`src/rtl/lcd_feed_pkg.sv`:
```
// lcd_feed_pkg: shared FSM state type and default sizing for lcd_byte_feeder
package lcd_feed_pkg;
  typedef enum logic {IDLE, SHOW} feed_state_t;
  localparam int DEF_DEPTH = 4;
  localparam int DEF_DWELL = 50_000_000;
endpackage

```
`src/rtl/lcd_feed_fifo.sv`:
```
// lcd_feed_fifo: byte FIFO with extra-bit pointers and optional overwrite-oldest-on-full
module lcd_feed_fifo
  import lcd_feed_pkg::*;
#(
  parameter int DEPTH     = DEF_DEPTH,
  parameter bit OVERWRITE = 1'b0
) (
  input  logic       clock,
  input  logic       rst,
  input  logic       push,
  input  logic       pop,
  input  logic [7:0] din,
  output logic [7:0] dout,
  output logic       full,
  output logic       empty
);
  localparam int AW = $clog2(DEPTH);
  logic [7:0] mem [DEPTH];
  logic [AW:0] wp, rp;
  logic wr, adv;
  assign full  = (wp[AW] != rp[AW]) && (wp[AW-1:0] == rp[AW-1:0]);
  assign empty = wp == rp;
  assign dout  = mem[rp[AW-1:0]];
  assign wr    = push && (!full || pop || OVERWRITE);
  // an overwriting push lands on the head slot, so the head must move past it
  assign adv   = (pop && !empty) || (OVERWRITE && push && full && !pop);
  always_ff @(posedge clock) begin
    if (!rst) begin
      wp <= '0;
      rp <= '0;
    end else begin
      wp <= wp + {{AW{1'b0}}, wr};
      rp <= rp + {{AW{1'b0}}, adv};
    end
  end
  always_ff @(posedge clock) if (rst && wr) mem[wp[AW-1:0]] <= din;
endmodule

```
`src/rtl/lcd_byte_feeder.sv`:
```
// lcd_byte_feeder: queues bus bytes and shows each on hex1/hex0 for DWELL cycles.
// Macro LCD_FEED_DROP_OLDEST_EN: never stall the bus; overwrite oldest byte and count drops.
module lcd_byte_feeder
  import lcd_feed_pkg::*;
#(
  parameter int DEPTH = DEF_DEPTH,
  parameter int DWELL = DEF_DWELL
) (
  input  logic       clock,
  input  logic       rst,
  input  logic       bus_valid,
  input  logic [7:0] bus_data,
  output logic       bus_ready,
  output logic [3:0] hex1,
  output logic [3:0] hex0,
  output logic       disp_valid,
  output logic [7:0] drop_cnt
);
  localparam int CW = $clog2(DWELL);
  feed_state_t state;
  logic [CW-1:0] cnt;
  logic [7:0] dout;
  logic full, empty, push, pop, last;
  assign last = cnt == CW'(DWELL - 1);
  assign pop  = !empty && (state == IDLE || last);
  assign push = bus_valid && bus_ready;
`ifdef LCD_FEED_DROP_OLDEST_EN
  localparam bit OVW = 1'b1;
  assign bus_ready = 1'b1;
  always_ff @(posedge clock) begin
    if (!rst) drop_cnt <= '0;
    else if (push && full && !pop && drop_cnt != 8'hFF) drop_cnt <= drop_cnt + 8'd1;
  end
`else
  localparam bit OVW = 1'b0;
  assign bus_ready = !full;
  assign drop_cnt  = '0;
`endif
  lcd_feed_fifo #(.DEPTH(DEPTH), .OVERWRITE(OVW)) u_fifo (
    .clock(clock),
    .rst(rst),
    .push(push),
    .pop(pop),
    .din(bus_data),
    .dout(dout),
    .full(full),
    .empty(empty)
  );
  always_ff @(posedge clock) begin
    if (!rst) begin
      state      <= IDLE;
      cnt        <= '0;
      {hex1, hex0} <= 8'h00;
      disp_valid <= 1'b0;
    end else if (pop) begin
      state      <= SHOW;
      cnt        <= '0;
      {hex1, hex0} <= dout;
      disp_valid <= 1'b1;
    end else if (state == SHOW) begin
      state <= last ? IDLE : SHOW;
      cnt   <= last ? '0 : cnt + 1'b1;
    end
  end
endmodule

```
`config.mk`:
```
export PLATFORM = sky130hd
export DESIGN_NAME = lcd_byte_feeder
export DESIGN_NICKNAME = d
export VERILOG_FILES = /design/src/rtl/lcd_feed_pkg.sv /design/src/rtl/lcd_feed_fifo.sv /design/src/rtl/lcd_byte_feeder.sv
export SDC_FILE = /design/constraint.sdc
export NUM_CORES = 1
export LEC_CHECK = 0
export CORE_ASPECT_RATIO = 1.4
export CORE_UTILIZATION = 59
export CTS_BUF_LIST = sky130_fd_sc_hd__clkbuf_2
export DETAILED_ROUTE_END_ITERATION = 12
export MAX_ROUTING_LAYER = met4
export PLACE_DENSITY = 0.87
export SYNTH_ARGS = -nofsm -noshare
export SYNTH_HDL_FRONTEND = slang
export SYNTH_HIERARCHICAL = 1
export SYNTH_SLANG_ARGS = --single-unit
```
`constraint.sdc`:
```
create_clock -name clock -period 3.3 [get_ports clock]
set_input_delay 0.33 -clock clock [delete_from_list [all_inputs] [get_ports clock]]
set_output_delay 0.33 -clock clock [all_outputs]
set_load 0.05 [all_outputs]
```
### Word level (Yosys, flattened, before mapping)

Memories as Yosys holds them, arrays and structs flattened. A register that Yosys moved wholly into a read port is not among the register bits.
Index checks and enable logic that the tools add are counted.

| storage, ports and cells | value |
|---|---|
| word-level logic and storage cells | 33 |
| memories | 1 |
| flip-flop bits (word level) | 34 |
| output and inout bits | 18 |
| input port bits | 11 |
| memory bits (writable) | 32 |

| cells by class | value |
|---|---|
| bitwise logic cells | 2 |
| reductions and logical operators | 12 |
| eq/ne operators | 4 |
| $add $sub $neg | 3 |
| multiplexer cells | 6 |

Memory list:

| memory | words | bits a word | rd ports | clocked after Yosys merged registers in | wr ports | line | text |
|---|---|---|---|---|---|---|---|
| u_fifo.mem | 4 | 8 | 1 | 1 | 1 | lcd_feed_fifo.sv:18 | `logic [7:0] mem [DEPTH];` |

Operator list:

| cell | count |
|---|---|
| $add A26 B1 Y26 const B | 1 |
| $eq A26 B26 Y1 const B | 1 |
| $mux W26 | 1 |
| $add A3 B1 Y3 | 2 |
| $logic_and A1 B1 Y1 | 6 |
| $mux W1 | 5 |
| $eq A3 B3 Y1 | 1 |
| $logic_not A1 Y1 | 3 |
| $eq A2 B2 Y1 | 1 |
| $logic_or A1 B1 Y1 | 2 |
| $not A1 Y1 | 2 |
| $reduce_or A2 Y1 | 1 |
| $ne A1 B1 Y1 | 1 |

### Longest topological paths before layout

| depth | value |
|---|---|
| word-level depth | 8 |
| gate-level depth with buffers | 11 |
| mapped depth without buffers | 10 |

### By module

Netlist, hierarchy kept.

Modules (own cells, without submodules):

| module | cells each | seq. area each (um^2) | times used | area an instance (um^2) |
|---|---|---|---|---|
| lcd_byte_feeder | 201 | 720.7 | 1 | 1811.7 |
| lcd_feed_fifo | 74 | 1081.0 | 1 | 1508.9 |

### Least setup slack after synthesis

Ideal clock, no wire load.

| timing | value |
|---|---|
| path type | register -> register |
| start point | register cnt[11] |
| end point | memory u_fifo.mem[1][0], enable pin |
| library setup time | 0.398 ns |
| cell stages (with the launch flop) | 8 |
| buffers on the path | 1 |
| required time | 2.902 ns |
| arrival | 2.347 ns |
| period minus slack after synthesis | 2.745 ns |
| path slack | 0.555 ns |
| cell sequence | dfxtp_1 -> nor4_1 -> and4_4 -> a41oi_4 -> nor2_4 -> buf_12 -> nor4_4 -> nor4b_1 |

| between the ends | value |
|---|---|
| longest elaborated chain between the ends | 8 |

Ends and longest elaborated chain:

| what | line | text |
|---|---|---|
| start, declared | lcd_byte_feeder.sv:21 | `logic [CW-1:0] cnt;` |
| start signal, assigned | lcd_byte_feeder.sv:62 | `cnt <= last ? '0 : cnt + 1'b1;` |
| $eq A26 B26 Y1 | lcd_byte_feeder.sv:24 | `assign last = cnt == CW'(DWELL - 1);` |
| $logic_or A1 B1 Y1 | lcd_byte_feeder.sv:25 | `assign pop = !empty && (state == IDLE \|\| last);` |
| $logic_and A1 B1 Y1 | lcd_byte_feeder.sv:25 |  |
| via pop | lcd_byte_feeder.sv:23 | `logic full, empty, push, pop, last;` |
| $logic_or A1 B1 Y1 | lcd_feed_fifo.sv:24 | `assign wr = push && (!full \|\| pop \|\| OVERWRITE);` |
| $logic_and A1 B1 Y1 | lcd_feed_fifo.sv:24 |  |
| $logic_and A1 B1 Y1 | lcd_feed_fifo.sv:36 | `always_ff @(posedge clock) if (rst && wr) mem[wp[AW-1:0]] <= din;` |
| $mux W1 | lcd_feed_fifo.sv:36 |  |
| $mux W1 (implied by the code) | lcd_feed_fifo.sv:36 |  |
| end, declared | lcd_feed_fifo.sv:18 |  |

The timed path passes the listed nets, and every way through them passes these cells.

### Worst setup path in the final report

| timing | value |
|---|---|
| start point | register u_fifo.rp[1] |
| end point | output bus_ready |

| between the ends | value |
|---|---|
| longest elaborated chain between the ends | 3 |

Ends and longest elaborated chain:

| what | line | text |
|---|---|---|
| start, declared | lcd_feed_fifo.sv:19 | `logic [AW:0] wp, rp;` |
| start signal, assigned | lcd_feed_fifo.sv:33 | `rp <= rp + {{AW{1'b0}}, adv};` |
| $eq A2 B2 Y1 | lcd_feed_fifo.sv:21 | `assign full = (wp[AW] != rp[AW]) && (wp[AW-1:0] == rp[AW-1:0]);` |
| $logic_and A1 B1 Y1 | lcd_feed_fifo.sv:21 |  |
| via full | lcd_byte_feeder.sv:23 |  |
| $logic_not A1 Y1 | lcd_byte_feeder.sv:36 | `assign bus_ready = !full;` |
| end, declared | lcd_byte_feeder.sv:13 | `output logic bus_ready,` |

The timed path passes the listed nets, and every way through them passes these cells.

==> flow_summary.yaml <==
outcome:
  outcome: "finished clean"
hold_path:
  hold_depth: 1
  hp-class: "in -> reg"
setup_path:
  cp_slowest_cell: "dfxtp_1"
  r2r_cells: 10
  crit_cells: 4
  worstSetupPathType: "reg -> out"
  cp.required_ns: 2.97
  critical_path.max_stage_delay_ns: 0.72
  critPathLaunchType: "flop"
  path_buf_inv: 2
  endpoint_kind: "primary output"
  critPathMaxFanout: 10
  worstPathCellList: "xor2_2, nor3_1, inv_1, clkdlybuf4s50_1"
  cpLargestDelayFamily: "buffers and inverters"
  cp.arrival_ns: 2.47
timing:
  max_freq_ghz: 0.357
  hold_viol: 0
  slew_viol_final: 0
  tightest_slew_ns: 0.562
  period_needed_ns: 2.80
  clock_skew_ns: 0.0192
  setup-tns-final_ns: 0
  rsz0062_at_grt: "false"
  fin_hold_ws_ns: 0.433
  max_slew_margin_pct: 62.5
  finalSetupViolCount: 0
  fin_crit_sh_pct: 84.8
cells_and_area:
  layout.nets: 321
  layout-drive-gt1-share_pct: 15.5
  finalNonFillerCells: 378
  finalInstanceArea_sq_mm: 0.00371
  antennaDiodeCount: 0
  layout_common_cells: "dfxtp_1 (42), nand2_1 (32), edfxtp_1 (32), nor2_1 (26), xor2_1 (22)"
  final_common_cell: "dfxtp_1"
  area_growth_pct: 11.7
die:
  core_sq_mm: 0.00549
  pin_count: 29
  start_util_pct: 60.5
  die_height_um: 90.8
  floorplan.rows: 32
  die_area_sq_mm: 0.00594
  die_x_um: 65.4
grt:
  grt_usage_pct: 23.4
  grt_pass1_vias: 2196
  grt_pass1_wl_mm: 9.96
  antenna_found_initial: 0
  gr-total-overflow: 0
  grt_max_degree: 18
detailed_routing:
  wl_met2_mm: 3.27
  drcViolationCount: 0
  routed.top_layer: "met4"
  wl_met3_um: 251
  viasPerCell: 5.69
  wl_met1_mm: 2.41
  routedWlPerCell_um: 16.1
  ant_nets: 0
  drtPass1Iterations: 4
  num_vias: 2152
  drt-initial-drc-count: 138
  finalWirelength_mm: 6.10
clocking:
  clock_latency_ns: 0.50
  postCtsResizedCells: 0
  clkTransAtPathRegs_ns: 0.22
  cts.sinks: 74
  cts_max_path_buffers: 2
  cts_hold_buf: 0
  htreeDepth: 3
  clockRootBuffer: "clkbuf_2"
  cts_tree: "yes"
  post_cts_buffers: 0
  cts-buffers-inserted: 9
placement:
  dp_hpwl_mm: 4.22
  place_congestion: 0.904
  placed_cell_area_sq_mm: 0.00356
  io_buffers: 20
  dp.cells: 362
synthesis:
  async_flop_share_pct: 0
  synthCells: 275
  synth_seq_cells: 74
  synth_cell_type_count: 46
  synth_edf_count: 32
  synth-seq-area-share_pct: 54.3
  syn_avg_cell_area_sq_um: 12.1
  synth_flop_cell: "dfxtp_1"
  syn-cell-area_sq_mm: 0.00332
  yosysWarnings: 6
pwr:
  p_total_mw: 2.21
  cellLeakagePower_nw: 1.35
  ir_worst_vdd_mv: 0.517
  power_density_mw_per_mm2: 596
job:
  drv_cap: 0
-- final cells by class --
type                            count  area, sq um
Inverter                            3         11.3
Fill cell                         376         1780
Sequential cell                    74         1800
Multi-Input combinational cell    189         1400
Timing Repair Buffer               28          260
Tap cell                           68         85.1
Clock inverter                      7          101
Clock buffer                        9         45.0
-- synthesized netlist by cell type, types with 2 or more instances --
cell	instances	area (sq um)
edfxtp_1	32	961
xor2_1	22	193
o21ai_0	2	10.0
nor2b_1	4	25.0
nor4_1	5	31.3
and3_1	5	31.3
nand2_1	32	120
nand3_1	14	70.1
and2_2	2	15.0
mux2i_1	8	80.1
buf_6	2	22.5
nor2_1	26	97.6
o21a_1	2	15.0
and2_1	7	43.8
ha_1	5	62.6
nor3_1	2	10.0
mux4_2	8	180
inv_1	3	11.3
xor2_2	2	32.5
buf_4	10	75.1
a21oi_1	2	10.0
nand4_1	9	56.3
nor4b_1	2	17.5
nor4_4	3	63.8
dfxtp_1	42	841
and4_1	3	26.3
clkbuf_1	2	7.51
-- flip-flops by register name (all words and copies together), names as in the netlist --
name and count:
u_fifo/mem 32, u_fifo/rp 3, state 1, cnt 26, hex1 4, u_fifo/wp 3, disp_valid 1, hex0 4
-- path summary, 6_finish.rpt --
kind / startpoint / to / slack, ns
setup / recovery: u_fifo/rp[1] / bus_ready / 0.50
setup reg to reg: u_fifo/rp[1] / u_fifo/wp[2] / 0.65
hold / removal: bus_data[5] / u_fifo/mem[2][5] / 0.43
hold reg to reg: hex0[1] / hex0[1] / 0.48
-- layer usage --
| metal | GRT usage (%) | up-vias |
|---|---|---|
| met2 | 38.2 | 67 |
| li1 | - | 1032 |
| met4 | 14.1 | 0 |
| met5 | - | - |
| met3 | 6.31 | 18 |
| met1 | 24.6 | 1035 |
-- stage by stage --
stage	setup WS, ns	util [%]
4_1_cts	0.425	67.6
3_5_place_dp	0.651	64.9
3_3_place_gp	0.830	64.9
6_report	0.501	67.6
2_1_floorplan	0.555	-
5_1_grt	0.336	67.6
-- cell families after synthesis --
family	Yosys count	synth area share, %
simple gates	123	21.2
flops	74	54.3
xor+xnor	25	7.05
buf+inv	19	4.26
mux	16	7.84
compound gates	12	3.43
fa+ha+maj	5	1.88
other cells	1	0.113
-- report_power, final --
group	switching, mW	internal, mW
sequential	0.0459	1.02
clock	0.334	0.255
combinational	0.344	0.214
No activity file was read; power rests on OpenSTA's default activity.
